## config.mk

```make
export PLATFORM = sky130hd
export DESIGN_NAME = spi_xfer_arbiter
export DESIGN_NICKNAME = d
export VERILOG_FILES = /design/src/rtl/spi_xfer_arbiter.sv
export SDC_FILE = /design/constraint.sdc
export NUM_CORES = 1
export LEC_CHECK = 0
export CAP_MARGIN = 20
export CORE_ASPECT_RATIO = 2
export CORE_MARGIN = 10
export CORE_UTILIZATION = 54
export CTS_BUF_LIST = sky130_fd_sc_hd__clkbuf_8
export DETAILED_ROUTE_END_ITERATION = 6
export PLACE_DENSITY = 0.88
export SETUP_SLACK_MARGIN = 0.4
export SYNTH_ARGS = -nofsm -noshare
export SYNTH_HDL_FRONTEND = slang
export SYNTH_SLANG_ARGS = --single-unit
```

## constraint.sdc

```tcl
create_clock -name HCLK -period 5.7 [get_ports HCLK]
set_clock_uncertainty 0.05 [all_clocks]
set_input_delay 0.855 -clock HCLK [delete_from_list [all_inputs] [get_ports HCLK]]
set_output_delay 0.855 -clock HCLK [all_outputs]
set_load 0.005 [all_outputs]
```

## src/rtl/spi_xfer_arbiter.sv

```systemverilog
`default_nettype none
// ============================================================================
// spi_xfer_arbiter : round-robin arbiter sharing one SPI byte engine between
//                    a CPU path and a sensor poller, with CS hold and timeout.
// Revision: 1.0
// ============================================================================
module spi_xfer_arbiter #(
  parameter int TIMEOUT = 1024
) (
  input  logic       HCLK,
  input  logic       HRESET,
  input  logic [1:0] req,
  input  logic [1:0] lock,
  input  logic [7:0] tx_data0,
  input  logic [7:0] tx_data1,
  output logic [1:0] gnt,
  output logic [1:0] ack,
  output logic [1:0] err,
  output logic [7:0] rx_data,
  output logic       spi_start,
  output logic [7:0] spi_tx,
  input  logic       spi_busy,
  input  logic       spi_done,
  input  logic [7:0] spi_rx,
  output logic       cs_n
);

  typedef enum logic [1:0] {
    ST_IDLE  = 2'd0,
    ST_START = 2'd1,
    ST_WAIT  = 2'd2,
    ST_HOLD  = 2'd3
  } state_t;

  localparam logic [15:0] TMO_LAST = 16'(TIMEOUT - 1);

  state_t      state_q, state_d;
  logic        owner_q, owner_d;
  logic        last_q, last_d;
  logic [1:0]  gnt_q, gnt_d;
  logic [1:0]  ack_q, ack_d;
  logic [1:0]  err_q, err_d;
  logic [7:0]  rx_q, rx_d;
  logic [7:0]  tx_q, tx_d;
  logic        cs_n_q, cs_n_d;
  logic [15:0] timer_q, timer_d;

  logic        tmo;
  logic        pick;
  logic        rel;
  logic        abort;
  logic [1:0]  owner_oh;

  assign owner_oh = owner_q ? 2'b10 : 2'b01;
  // >= so a START that launches a byte on the last cycle still aborts in WAIT
  assign tmo      = (timer_q >= TMO_LAST);
  assign pick     = (req == 2'b11) ? ~last_q : req[1];

  always_comb begin
    state_d = state_q;
    owner_d = owner_q;
    last_d  = last_q;
    gnt_d   = gnt_q;
    ack_d   = 2'b00;
    err_d   = 2'b00;
    rx_d    = rx_q;
    tx_d    = tx_q;
    cs_n_d  = cs_n_q;
    timer_d = timer_q + 16'd1;
    rel     = 1'b0;
    abort   = 1'b0;

    case (state_q)
      ST_IDLE: begin
        timer_d = timer_q;
        if (req != 2'b00) begin
          owner_d = pick;
          tx_d    = pick ? tx_data1 : tx_data0;
          gnt_d   = pick ? 2'b10 : 2'b01;
          cs_n_d  = 1'b0;
          timer_d = 16'd0;
          state_d = ST_START;
        end
      end
      ST_START: begin
        if (!spi_busy) begin
          state_d = ST_WAIT;
        end else if (tmo) begin
          abort = 1'b1;
        end
      end
      ST_WAIT: begin
        if (spi_done) begin
          rx_d  = spi_rx;
          ack_d = owner_oh;
          if (lock[owner_q]) begin
            state_d = ST_HOLD;
            timer_d = 16'd0;
          end else begin
            rel = 1'b1;
          end
        end else if (tmo) begin
          abort = 1'b1;
        end
      end
      ST_HOLD: begin
        if (req[owner_q]) begin
          tx_d    = owner_q ? tx_data1 : tx_data0;
          timer_d = 16'd0;
          state_d = ST_START;
        end else if (!lock[owner_q]) begin
          rel = 1'b1;
        end else if (tmo) begin
          abort = 1'b1;
        end
      end
      default: state_d = ST_IDLE;
    endcase

    if (rel || abort) begin
      state_d = ST_IDLE;
      gnt_d   = 2'b00;
      cs_n_d  = 1'b1;
      last_d  = owner_q;
      timer_d = timer_q;
    end
    if (abort) begin
      err_d = owner_oh;
    end
  end

  always_ff @(posedge HCLK) begin
    if (HRESET) begin
      state_q <= ST_IDLE;
      owner_q <= 1'b0;
      last_q  <= 1'b1;
      gnt_q   <= 2'b00;
      ack_q   <= 2'b00;
      err_q   <= 2'b00;
      rx_q    <= 8'h00;
      tx_q    <= 8'h00;
      cs_n_q  <= 1'b1;
      timer_q <= 16'd0;
    end else begin
      state_q <= state_d;
      owner_q <= owner_d;
      last_q  <= last_d;
      gnt_q   <= gnt_d;
      ack_q   <= ack_d;
      err_q   <= err_d;
      rx_q    <= rx_d;
      tx_q    <= tx_d;
      cs_n_q  <= cs_n_d;
      timer_q <= timer_d;
    end
  end

  assign spi_start = (state_q == ST_START) && !spi_busy && !HRESET;
  assign gnt       = gnt_q;
  assign ack       = ack_q;
  assign err       = err_q;
  assign rx_data   = rx_q;
  assign spi_tx    = tx_q;
  assign cs_n      = cs_n_q;

endmodule
`default_nettype wire
```

==> results of run 1 <==
-- registers in the layout (all words and copies together) (netlist names) --
name / count
spi_tx: 8
err: 2
gnt: 2
state_q: 2
timer_q: 16
last_q: 1
ack: 2
cs_n: 1
rx_data: 8
owner_q: 1
-- power groups by stage --
stage	combinational, µW	clock, µW	sequential (µW)
after floorplan	211	0	383
after global placement	338	0	384
after detailed placement	346	0	387
after CTS	348	196	380
after global routing	380	206	387
final	347	192	380
-- area by class of cell --
cell class	count	area, µm²	area share [%]
well taps	51	63.81	2.306
repair buffers	57	565.5	20.43
multi-input cells	181	1177	42.54
flip-flops and latches	43	860.8	31.10
clock inverters	3	16.27	0.5877
clock buffers	5	68.82	2.486
inverters	4	15.01	0.5425
-- worst min path at each step --
| stage | start | end | slack (ns) | depth (start not counted) |
|---|---|---|---|---|
| floorplan | timer_q[5]$_SDFFE_PP0P_ | timer_q[5]$_SDFFE_PP0P_ | 0.40 | 2 |
| finish | rx_data[0]$_SDFFE_PP0P_ | rx_data[0]$_SDFFE_PP0P_ | 0.41 | 2 |
| global route | rx_data[4]$_SDFFE_PP0P_ | rx_data[4]$_SDFFE_PP0P_ | 0.44 | 2 |
| detailed placement | rx_data[0]$_SDFFE_PP0P_ | rx_data[0]$_SDFFE_PP0P_ | 0.40 | 2 |
| CTS | rx_data[0]$_SDFFE_PP0P_ | rx_data[0]$_SDFFE_PP0P_ | 0.41 | 2 |
| global placement | rx_data[0]$_SDFFE_PP0P_ | rx_data[0]$_SDFFE_PP0P_ | 0.39 | 2 |
-- cell families after synthesis --
family,Yosys count,share of synthesized area [%]
simple gates,99,25.66
fa+ha+maj,6,3.523
mux,13,6.283
buf+inv,20,4.345
flops,43,40.40
compound gates,63,19.79
-- per-stage QoR --
step           util (%)  setup WS [ns]  area, µm²  cells  hold WS, ns
2_1_floorplan         -          3.300       2131    244       0.4022
4_1_cts           72.01          2.520       2768    344       0.4083
6_report          72.01          2.522       2768    344       0.4094
5_1_grt           72.01          2.321       2768    344       0.4362
3_5_place_dp      69.79          2.213       2683    336       0.3972
3_3_place_gp      69.79          2.315       2683    336       0.3921
-- worst max-delay path: stages --
cell,delay (ns)
clkdlybuf4s50_1,0.54
nor4bb_1,0.38
a221oi_2,0.07
a221oi_2,0.83
buf_4,0.33
nand2b_4,0.20
o31ai_1,0.10
-- metal layers --
layer / GRT usage (%) / vias to the layer above / routed length (µm)
li1: - / 993 / -
met1: 15.67 / 942 / 2080
met2: 28.97 / 68 / 2966
met3: 5.858 / 13 / 391
met4: 8.769 / 0 / 125
met5: 0 / - / 0
-- cells in the final DEF, fill, tap and decap left out, types with 2 or more instances in the layout --
cell / count
and3_1: 3
nand4_1: 6
a21oi_1: 23
buf_4: 2
a211oi_1: 8
and4_1: 3
o21ai_0: 10
nand3_1: 7
inv_1: 5
ha_1: 6
clkbuf_8: 5
nor3_1: 6
o211a_1: 2
nand2_1: 28
dfxtp_1: 43
and2_1: 3
clkdlybuf4s50_1: 55
a21o_1: 2
or4_1: 4
o31ai_1: 4
a221oi_2: 2
nand2b_1: 5
nor3b_1: 2
or3_1: 9
a22oi_1: 2
a32oi_1: 2
mux2i_1: 12
nor2_1: 12
==> flow_summary.toml, run 1 <==
[run_status]
status = "finished clean"

[timing]
finalSetupTns_ns = 0
fmax_mhz = 314.7
setup_viol = 0
fin_crit_ns = 3.178
hold_viol = 0
period_share_pct = 55.76
rsz0062_at_grt = "false"
tightestPinTransition_ns = 1.030
relSlewSlack_pct = 31.35
maxSlewViolCount = 0

[synthesis]
yosysUniqueCellTypes = 49
syn-instance-count = 244
synth_top_area_share_pct = 40.40
synthFlopType = "dfxtp_1"
synthTopCellsByArea = "dfxtp_1 40%, mux2i_1 5.6%, a21oi_1 5.4%"
yosys-top-cells-count = "43 x dfxtp_1, 28 x nand2_1, 23 x a21oi_1"
synth_edf_count = 0
synth_area_um2 = 2131
yosysTopAreaCell = "dfxtp_1"
syn-num-nets = 282
async_reset_ff_share_pct = 0
yosysMostFrequentCell = "dfxtp_1"
ys_seq_elements = 43
yosys_warnings = 0
seq_area_frac_synth_pct = 40.40
synth_area_per_cell_um2 = 8.733

[pwr]
p_int_uw = 600.4
max-vdd-ir-drop_uv = 305.1
power.density_nw_per_um2 = 332.1
leakage_uw = 0.001030
clockPowerShare_pct = 20.9
p_comb_share_pct = 37.8
p_sw_share_pct = 34.67
p_seq_share_pct = 41.4
switchingPower_uw = 318.6
total_power_uw = 919.0

[place]
globalplace.congestion = 0.7822
hpwl_um = 4204
io_buffers = 55

[critical_path]
rr_startpoint = "state_q[0]$_SDFFE_PP0P_"
cp_max_fo = 18
reg2reg_slack_ns = 2.85
worst_ep_required_time_ns = 5.84
crit_arrival_ns = 3.31
start_kind = "primary input"
cp-endpoint = "timer_q[1]$_SDFFE_PP0P_"
regToRegEndpoint = "timer_q[1]$_SDFFE_PP0P_"
reg2reg_depth = 7
critPathKind = "in2reg"
crit_path_start = "req[0]"
endpoint_kind = "register"

[grt]
grt_max_degree = 31
antenna_found_initial = 0
grt_use_total_pct = 16.21
grt_pass1_wl_um = 9294
grt_pass1_vias = 2031
gr-total-overflow = 0

[run]
drv_cap = 0

[hold_path]
hold_path_class = "reg2reg"

[die]
fp-row-count = 32
chipHeight_um = 108.8
ios = 56
die_width_um = 64.42
coreArea_um2 = 3844
start_util_pct = 55.44
die-area_um2 = 7011

[clock_network]
post-cts-setup-buffers = 0
post_cts_resized = 0
clk_pin_slew_worst_paths_ns = 0.08
clkSinkCount = 43
ctsHoldBuffers = 0
h-tree-depth = 2
clock_path_buffers = 2
root_buffer = "clkbuf_8"
clock_latency_ns = 0.30
cts_made_buffers = 5
cts_tree = "yes"

[detailed_routing]
drcViolationCount = 0
post_drt_wl_per_cell_um = 16.17
num_vias = 2016
wirelength_um = 5563
via_per_inst = 5.860
dr.pass1.iters = 4
ant_nets = 0
drtIter0Drc = 48

[cells_and_area]
nNetsFinal = 330
fill_cells = 313
drive_gt1_share_pct = 6.143
area_growth_pct = 29.89
antennaDiodeCount = 0
(Power assumes the default switching activity.)
==> run 2, diff against run 1 <==
--- a/config.mk
+++ b/config.mk
@@ -8,10 +8,10 @@
 export CAP_MARGIN = 20
 export CORE_ASPECT_RATIO = 2
 export CORE_MARGIN = 10
-export CORE_UTILIZATION = 54
+export CORE_UTILIZATION = 45
 export CTS_BUF_LIST = sky130_fd_sc_hd__clkbuf_8
 export DETAILED_ROUTE_END_ITERATION = 6
-export PLACE_DENSITY = 0.88
+export PLACE_DENSITY = 0.78
 export SETUP_SLACK_MARGIN = 0.4
 export SYNTH_ARGS = -nofsm -noshare
 export SYNTH_HDL_FRONTEND = slang
==> constraint.sdc (replaced) <==
create_clock -name HCLK -period 2.8 [get_ports HCLK]
set_clock_uncertainty 0.05 [all_clocks]
set_input_delay 0.42 -clock HCLK [delete_from_list [all_inputs] [get_ports HCLK]]
set_output_delay 0.42 -clock HCLK [all_outputs]
set_load 0.005 [all_outputs]
==> run 2 against run 1 <==
Sequential cell count did not move. Worst setup slack worse by 2.0 ns. Power grew 110%. Hold slack improved by 0.0019 ns. Via count up 0.30%. Non-clock buffer count increased by 5. Core utilization shrank 11 points. Final area grew 1.6%. Final cell count increased by 2.6%. Critical path depth shrank 3. Die area grew 15%. Sequential power grew 100%.
==> flow_summary.toml, run 2 (same netlist as run 1, synthesis figures left out) <==
[timing]
period_share_pct = 80.09
setup_viol = 0
tightestPinTransition_ns = 0.4637
relSlewSlack_pct = 69.09
maxSlewViolCount = 0
finalSetupTns_ns = 0
rsz0062_at_grt = "false"
hold_viol = 0
fmax_mhz = 445.9
fin_crit_ns = 2.243

[detailed_routing]
wirelength_um = 5588
drtIter0Drc = 47
num_vias = 2022
drcViolationCount = 0
ant_nets = 0
post_drt_wl_per_cell_um = 15.83
dr.pass1.iters = 4
via_per_inst = 5.728

[critical_path]
rr_startpoint = "state_q[1]$_SDFFE_PP0P_"
critPathKind = "reg2out"
crit_arrival_ns = 1.77
crit_family = "buffers and inverters"
cpPeakStageDelay_ns = 0.55
critical_path_buf_inv_count = 2
slowest_stage = "clkdlybuf4s50_1"
start_kind = "register"
reg2reg_depth = 7
endpoint_kind = "output pin"
regToRegEndpoint = "timer_q[14]$_SDFFE_PP0P_"
worst_ep_required_time_ns = 2.33
reg2reg_slack_ns = 0.56
cp_max_fo = 5
cp.depth = 4
path_cells = "inv_1, ha_1, nor3b_1, clkdlybuf4s50_1"

[grt]
grt_pass1_wl_um = 9749
grt_max_degree = 34
grt_pass1_vias = 2124
antenna_found_initial = 0
gr-total-overflow = 0
grt_use_total_pct = 14.93

[hold_path]
min_to = "rx_data[5]$_SDFFE_PP0P_"
holdPathStages = 2
min_from = "rx_data[5]$_SDFFE_PP0P_"
hold_path_class = "reg2reg"

[place]
globalplace.congestion = 0.8346
io_buffers = 55
hpwl_um = 4384
dpl.cell_count = 345

[cells_and_area]
nNetsFinal = 335
largest_reg_flops = 16
antennaDiodeCount = 0
largest_register = "timer_q"
area_growth_pct = 32.00
layout_commonest_cell = "clkdlybuf4s50_1"
drive_gt1_share_pct = 8.389
final_cells = 353
final_cell_mix = "55 x clkdlybuf4s50_1, 42 x dfxtp_1, 28 x nand2_1, 23 x a21oi_1"

[run_status]
status = "finished clean"

[clock_network]
clock_path_buffers = 2
clkSinkCount = 43
clk_pin_slew_worst_paths_ns = 0.08
post-cts-setup-buffers = 0
cts_made_buffers = 5
root_buffer = "clkbuf_8"
clock_latency_ns = 0.30
cts_tree = "yes"
h-tree-depth = 2

[die]
chipHeight_um = 117.3
die_width_um = 68.66
start_util_pct = 46.34
die-area_um2 = 8054
fp-row-count = 35
ios = 56
coreArea_um2 = 4598

[pwr]
power.density_nw_per_um2 = 670.4
max-vdd-ir-drop_uv = 504.6
leakage_uw = 0.001055

[run]
drv_cap = 0
-- run 2: changes by cell type in the layout (fill, tap and decap cells not counted), sizes merged --
cell	previous run	this run
buf	2	7
-- run 2: power by group --
part,switching (µW),internal (µW)
Sequential,65.8,709
Combinational,368,358
Clock,214,171
-- run 2: cell type report --
class | count | area [µm²]
multi-input cells | 181 | 1179
inverters | 4 | 15.01
fillers | 414 | 1785
clock inverters | 3 | 16.27
well taps | 55 | 68.82
flip-flops and latches | 43 | 862.1
repair buffers | 62 | 603.1
clock buffers | 5 | 68.82
-- run 2: worst max-delay path by stage --
stage                            startpoint                        to  slack, ns
floorplan           state_q[0]$_SDFFE_PP0P_   timer_q[5]$_SDFFE_PP0P_       0.66
global placement                     req[1]   timer_q[5]$_SDFFE_PP0P_       0.41
detailed placement                 spi_done   timer_q[0]$_SDFFE_PP0P_       0.36
CTS                 state_q[0]$_SDFFE_PP0P_  timer_q[12]$_SDFFE_PP0P_       0.47
global route        state_q[1]$_SDFFE_PP0P_  timer_q[14]$_SDFFE_PP0P_       0.40
finish              state_q[1]$_SDFFE_PP0P_                 spi_start       0.56
-- run 2: repair_timing --
action / CTS / global route
hold buffers: 0 / 0
gates resized for setup: 0 / 2
setup endpoints to repair: 0 / 13
-- run 2: worst reg2reg max path, cell delays in order, from the launching register on --
cell,delay [ns]
dfxtp_1,0.38
inv_1,0.09
ha_1,0.32
or3b_2,0.27
and2_0,0.30
nand3_1,0.14
or4_1,0.48
a21oi_1,0.15
-- run 2: per-layer routing --
layer / track usage, % / wire, µm / vias to the layer above
li1: - / - / 1006
met1: 14.96 / 1971 / 935
met2: 24.36 / 2896 / 63
met3: 5.910 / 442 / 18
met4: 8.734 / 278 / 0
met5: 0 / 0 / -
-- run 2: metrics by stage --
step / setup WS (ns) / hold WS (ns) / power [µW] / instance area (µm²) / util [%]
after floorplan: 0.6572 / 0.4022 / 1208 / 2131 / -
final: 0.5574 / 0.4113 / 1886 / 2813 / 61.17
after global placement: 0.4114 / 0.3926 / 1497 / 2725 / 59.27
after global routing: 0.4013 / 0.4359 / 2013 / 2813 / 61.17
after detailed placement: 0.3575 / 0.3998 / 1514 / 2725 / 59.27
after CTS: 0.4672 / 0.4132 / 1908 / 2810 / 61.12
==> run 3, diff against run 2 <==
==> constraint.sdc (replaced) <==
create_clock -name HCLK -period 2.05 [get_ports HCLK]
set_clock_uncertainty 0.05 [all_clocks]
set_input_delay 0.3075 -clock HCLK [delete_from_list [all_inputs] [get_ports HCLK]]
set_output_delay 0.3075 -clock HCLK [all_outputs]
set_load 0.005 [all_outputs]
==> run 3 against run 2 <==
The flow now finishes with violations (negative setup slack). Final cell count grew 13%. First-iteration DRC count grew to 3.1 times the previous value. Combinational power grew to 2.8 times the previous value. Largest power group is now combinational cells. Critical path type is now reg2reg.
==> flow_summary.toml, run 3 (same netlist as run 1, synthesis figures left out) <==
[run_status]
status = "finished, violations left"
failed_checks = "negative setup slack"

[cells_and_area]
antennaDiodeCount = 0
largest_register = "timer_q"
nNetsFinal = 380
drive_gt1_share_pct = 41.11
layout_commonest_cell = "clkdlybuf4s50_1"
final_cell_mix = "51 x clkdlybuf4s50_1, 34 x dfxtp_1, 31 x buf_4, 28 x nand2_1, 16 x buf_6"
fin_area_um2 = 3697
largest_reg_flops = 16
area_growth_pct = 73.52

[clock_network]
h-tree-depth = 2
clkSinkCount = 43
clock_path_buffers = 2
clk_pin_slew_worst_paths_ns = 0.09
cts_tree = "yes"
clock_latency_ns = 0.31
cts_made_buffers = 5
ctsHoldBuffers = 0
root_buffer = "clkbuf_8"

[critical_path]
cpPeakStageDelay_ns = 0.54
start_kind = "register"
cp_common_cell = "or4_4"
critPathKind = "reg2reg"
endpoint_kind = "register"
cp_max_fo = 4
path_cells = "or4_4, nor3_4, a221oi_2, buf_4, or4_4, a21oi_2"
critical_path_buf_inv_count = 1
worst_ep_required_time_ns = 2.25
crit_arrival_ns = 2.29
slowest_stage = "or4_4"
crit_family = "simple AND/OR/NAND/NOR gates"

[place]
io_buffers = 55
globalplace.congestion = 0.8191
hpwl_um = 4875
dpl_cell_area_um2 = 2988

[timing]
fmax_mhz = 477.1
hold_viol = 0
setup_viol = 6
fin_crit_ns = 2.096
period_share_pct = 102.2
rsz0062_at_grt = "true"
relSlewSlack_pct = 60.18
maxSlewViolCount = 0
tightestPinTransition_ns = 0.5951
finalSetupTns_ns = -0.1219
finalWorstSetupSlack_ns = -0.04603
whs_ns = 0.4191

[detailed_routing]
ant_nets = 0
drtIter0Drc = 148
via_per_inst = 6.045
dr.pass1.iters = 5
num_vias = 2406
wirelength_um = 8998
drcViolationCount = 0
post_drt_wl_per_cell_um = 22.61

[grt]
grt_use_total_pct = 20.04
grt_pass1_vias = 2569
grt_max_degree = 20
antenna_found_initial = 0
grt_pass1_wl_um = 12650
gr-total-overflow = 0

[die]
chipHeight_um = 117.3
die-area_um2 = 8054
fp-row-count = 35
die_width_um = 68.66
start_util_pct = 46.34
coreArea_um2 = 4598
ios = 56

[pwr]
total_power_uw = 3713
leakage_uw = 0.001352
max-vdd-ir-drop_uv = 1208
power.density_nw_per_um2 = 1004

[hold_path]
hold_path_class = "reg2reg"

[run]
drv_cap = 0
run 3: changes by cell type in the layout (fill, tap and decap cells not counted), sizes merged:
cell | before | now
buf | 7 | 53
dlygate4sd2 | 0 | 3
clkdlybuf4s50 | 55 | 51
clkinvlp | 1 | 2
inv | 5 | 4
run 3: final timing paths:
check	startpoint	to	slack, ns	cells past startpoint
setup / recovery	timer_q[11]$_SDFFE_PP0P_	timer_q[0]$_SDFFE_PP0P_	-0.05	6
hold / removal	rx_data[6]$_SDFFE_PP0P_	rx_data[6]$_SDFFE_PP0P_	0.42	2
hold reg to reg	rx_data[6]$_SDFFE_PP0P_	rx_data[6]$_SDFFE_PP0P_	0.42	2
setup reg to reg	timer_q[11]$_SDFFE_PP0P_	timer_q[0]$_SDFFE_PP0P_	-0.05	6
run 3: through the flow:
stage	setup slack (ns)	cells	util, %
2_1_floorplan	0.1093	244	-
3_3_place_gp	-0.1506	374	64.98
3_5_place_dp	-0.2291	374	64.98
4_1_cts	-0.006115	392	76.05
5_1_grt	-0.07133	398	80.41
6_report	-0.04603	398	80.41
run 3: per-layer routing:
| layer | vias to the layer above | share of wire, % | global-route usage (%) |
|---|---|---|---|
| li1 | 1098 | - | - |
| met5 | - | 0 | 0 |
| met1 | 1161 | 33 | 18.95 |
| met3 | 35 | 6.2 | 5.815 |
| met2 | 112 | 56 | 35.10 |
| met4 | 0 | 4.5 | 11.77 |
run 3: power breakdown:
group	leakage, µW	switching (µW)	total, µW	internal (µW)
combinational	0.000957	962	2000	1040
sequential	0.000355	175	1160	981
clock	0.0000402	320	557	237
total	0.00135	1460	3710	2260
run 3: cell type report:
cell class                      instances  area (µm²)
Inverter                                4       20.02
Fill cell                             257       900.9
Tap cell                               55       68.82
Sequential cell                        43       879.6
Timing Repair Buffer                  107        1037
Clock buffer                            5       68.82
Clock inverter                          3       20.02
Multi-Input combinational cell        181        1603
run 3: repair_timing:
action                     CTS  global route
cloned                       2             0
pin swaps                   36            14
buffers inserted             8             6
setup endpoints to repair   33            34
gates resized for setup     81            41
run 3: worst min-delay path, delay by kind of cell (launching register included):
kind,cells,cell delay [ns]
compound gates,1,0.06
flops,1,0.32
simple gates,1,0.05
==> RTL edit, RTL diff (settings of run 2) <==
Reset style: asynchronous (`HRESET`), changed in one clocked block.
--- a/src/rtl/spi_xfer_arbiter.sv
+++ b/src/rtl/spi_xfer_arbiter.sv
@@ -129,7 +129,7 @@
     end
   end
 
-  always_ff @(posedge HCLK) begin
+  always_ff @(posedge HCLK or posedge HRESET) begin
     if (HRESET) begin
       state_q <= ST_IDLE;
       owner_q <= 1'b0;
Behaviour: differs if HRESET is asserted again (counterexample within 4 cycles, from zero or initial values and one cycle with HRESET high); with HRESET held inactive, the same outputs for 10 cycles.
==> RTL edit against run 2 <==
- area after synthesis up 3.6%
- critical path depth up 5
- sequential cell count is the same
- final area up 8.6%
- non-clock buffer count is 10 higher
- setup slack lost 0.063 ns
- final cell count stayed put
- wire length grew 0.38%
- largest cell class unchanged
Power is not compared: it rests on default switching activity, and its combinational part moved more than twofold at a synthesized area within 25%.
==> RTL edit: results (changes against run 2) <==
CP delay by family, top compound AO/OA/AOI/OAI gates; Critical-path top delay cell or4_4; Final nets 333 (-0.60%); Synth Area in Adders 3.40% (-0.12 points); final hold slack 0.340 ns (-0.0717 ns); syn nets 261 (-7.4%); pre-CTS WS 0.249 ns (-0.108 ns); r2r setup slk 0.49 ns (-0.06 ns); critical path type flip-flop to flip-flop; Routability Congestion 0.823 (-1.4%); sequential share of the synthesized area 48.9% (+8.5 points); area occupied by multi-input gates 1110 um2 (-5.8%); grt met1 use 12.1% (-2.8 points); Filler cells 383 (-7.5%); met3 Use GR 3.16% (-2.8 points); detailed placement HPWL 4.40 mm (+0.31%); M1 WL 1.84 mm (-6.9%); Setup crit start state_q[0]; CP arrival 2.47 ns (+0.70 ns); mux contribution to synthesized area 9.58% (+3.3 points); ranking of synthesized cells by area dfrtp_1 (46%), mux2i_1 (5.0%), mux2_2 (4.6%); commonest register cell after synthesis dfrtp_1; count of cell types in the netlist 42 (-14%); share of cells above drive strength 1 16.6% (+8.2 points); Synth Area in Compound Gates 15.1% (-4.7 points); Area after DPL 2880 um2 (+5.8%); status completed; Tmin final 2.31 ns (+0.0628 ns); met2 usage 26.8% (+2.4 points); pin count of the biggest net entering global routing 33 (-2.9%); Tightest Pin Transition 0.775 ns (+0.311 ns); first-pass GRT wire length 9.43 mm (-3.3%); top cells by count, synth dfrtp_1 (41), nor2_1 (27), nand2_1 (18); dpl cells 340 (-1.4%)
==> RTL edit: cell count changes in the layout (fill, tap and decap cells not counted), sizes merged, moves of 10 or more <==
cell / delta
nand2: -10
buf: +10
o21ai: +10
dfrtp: +41
dfxtp: -43
nor2: +15
==> RTL edit: power by group through the flow <==
stage	sequential, mW	clock, mW	combinational [mW]
final	0.955	0.385	1.48
after global routing	0.981	0.414	1.63
after CTS	0.961	0.393	1.40
after detailed placement	0.973	0	1.38
after global placement	0.958	0	1.35
after floorplan	0.949	0	0.797
==> RTL edit: final cells by class <==
class                   count  share of cell area, %
flip-flops and latches     43                   35.3
clock inverters             3                  0.491
well taps                  57                   2.33
inverters                   8                  0.983
multi-input cells         165                   36.3
clock buffers               5                   2.25
repair buffers             72                   22.3
==> RTL edit: repair_timing <==
item | 4_1_cts | 5_1_grt
buffers inserted | 1 | 4
resized for setup | 1 | 11
pin swaps | 1 | 5
gates cloned | 0 | 0
endpoints found under the setup margin | 14 | 17
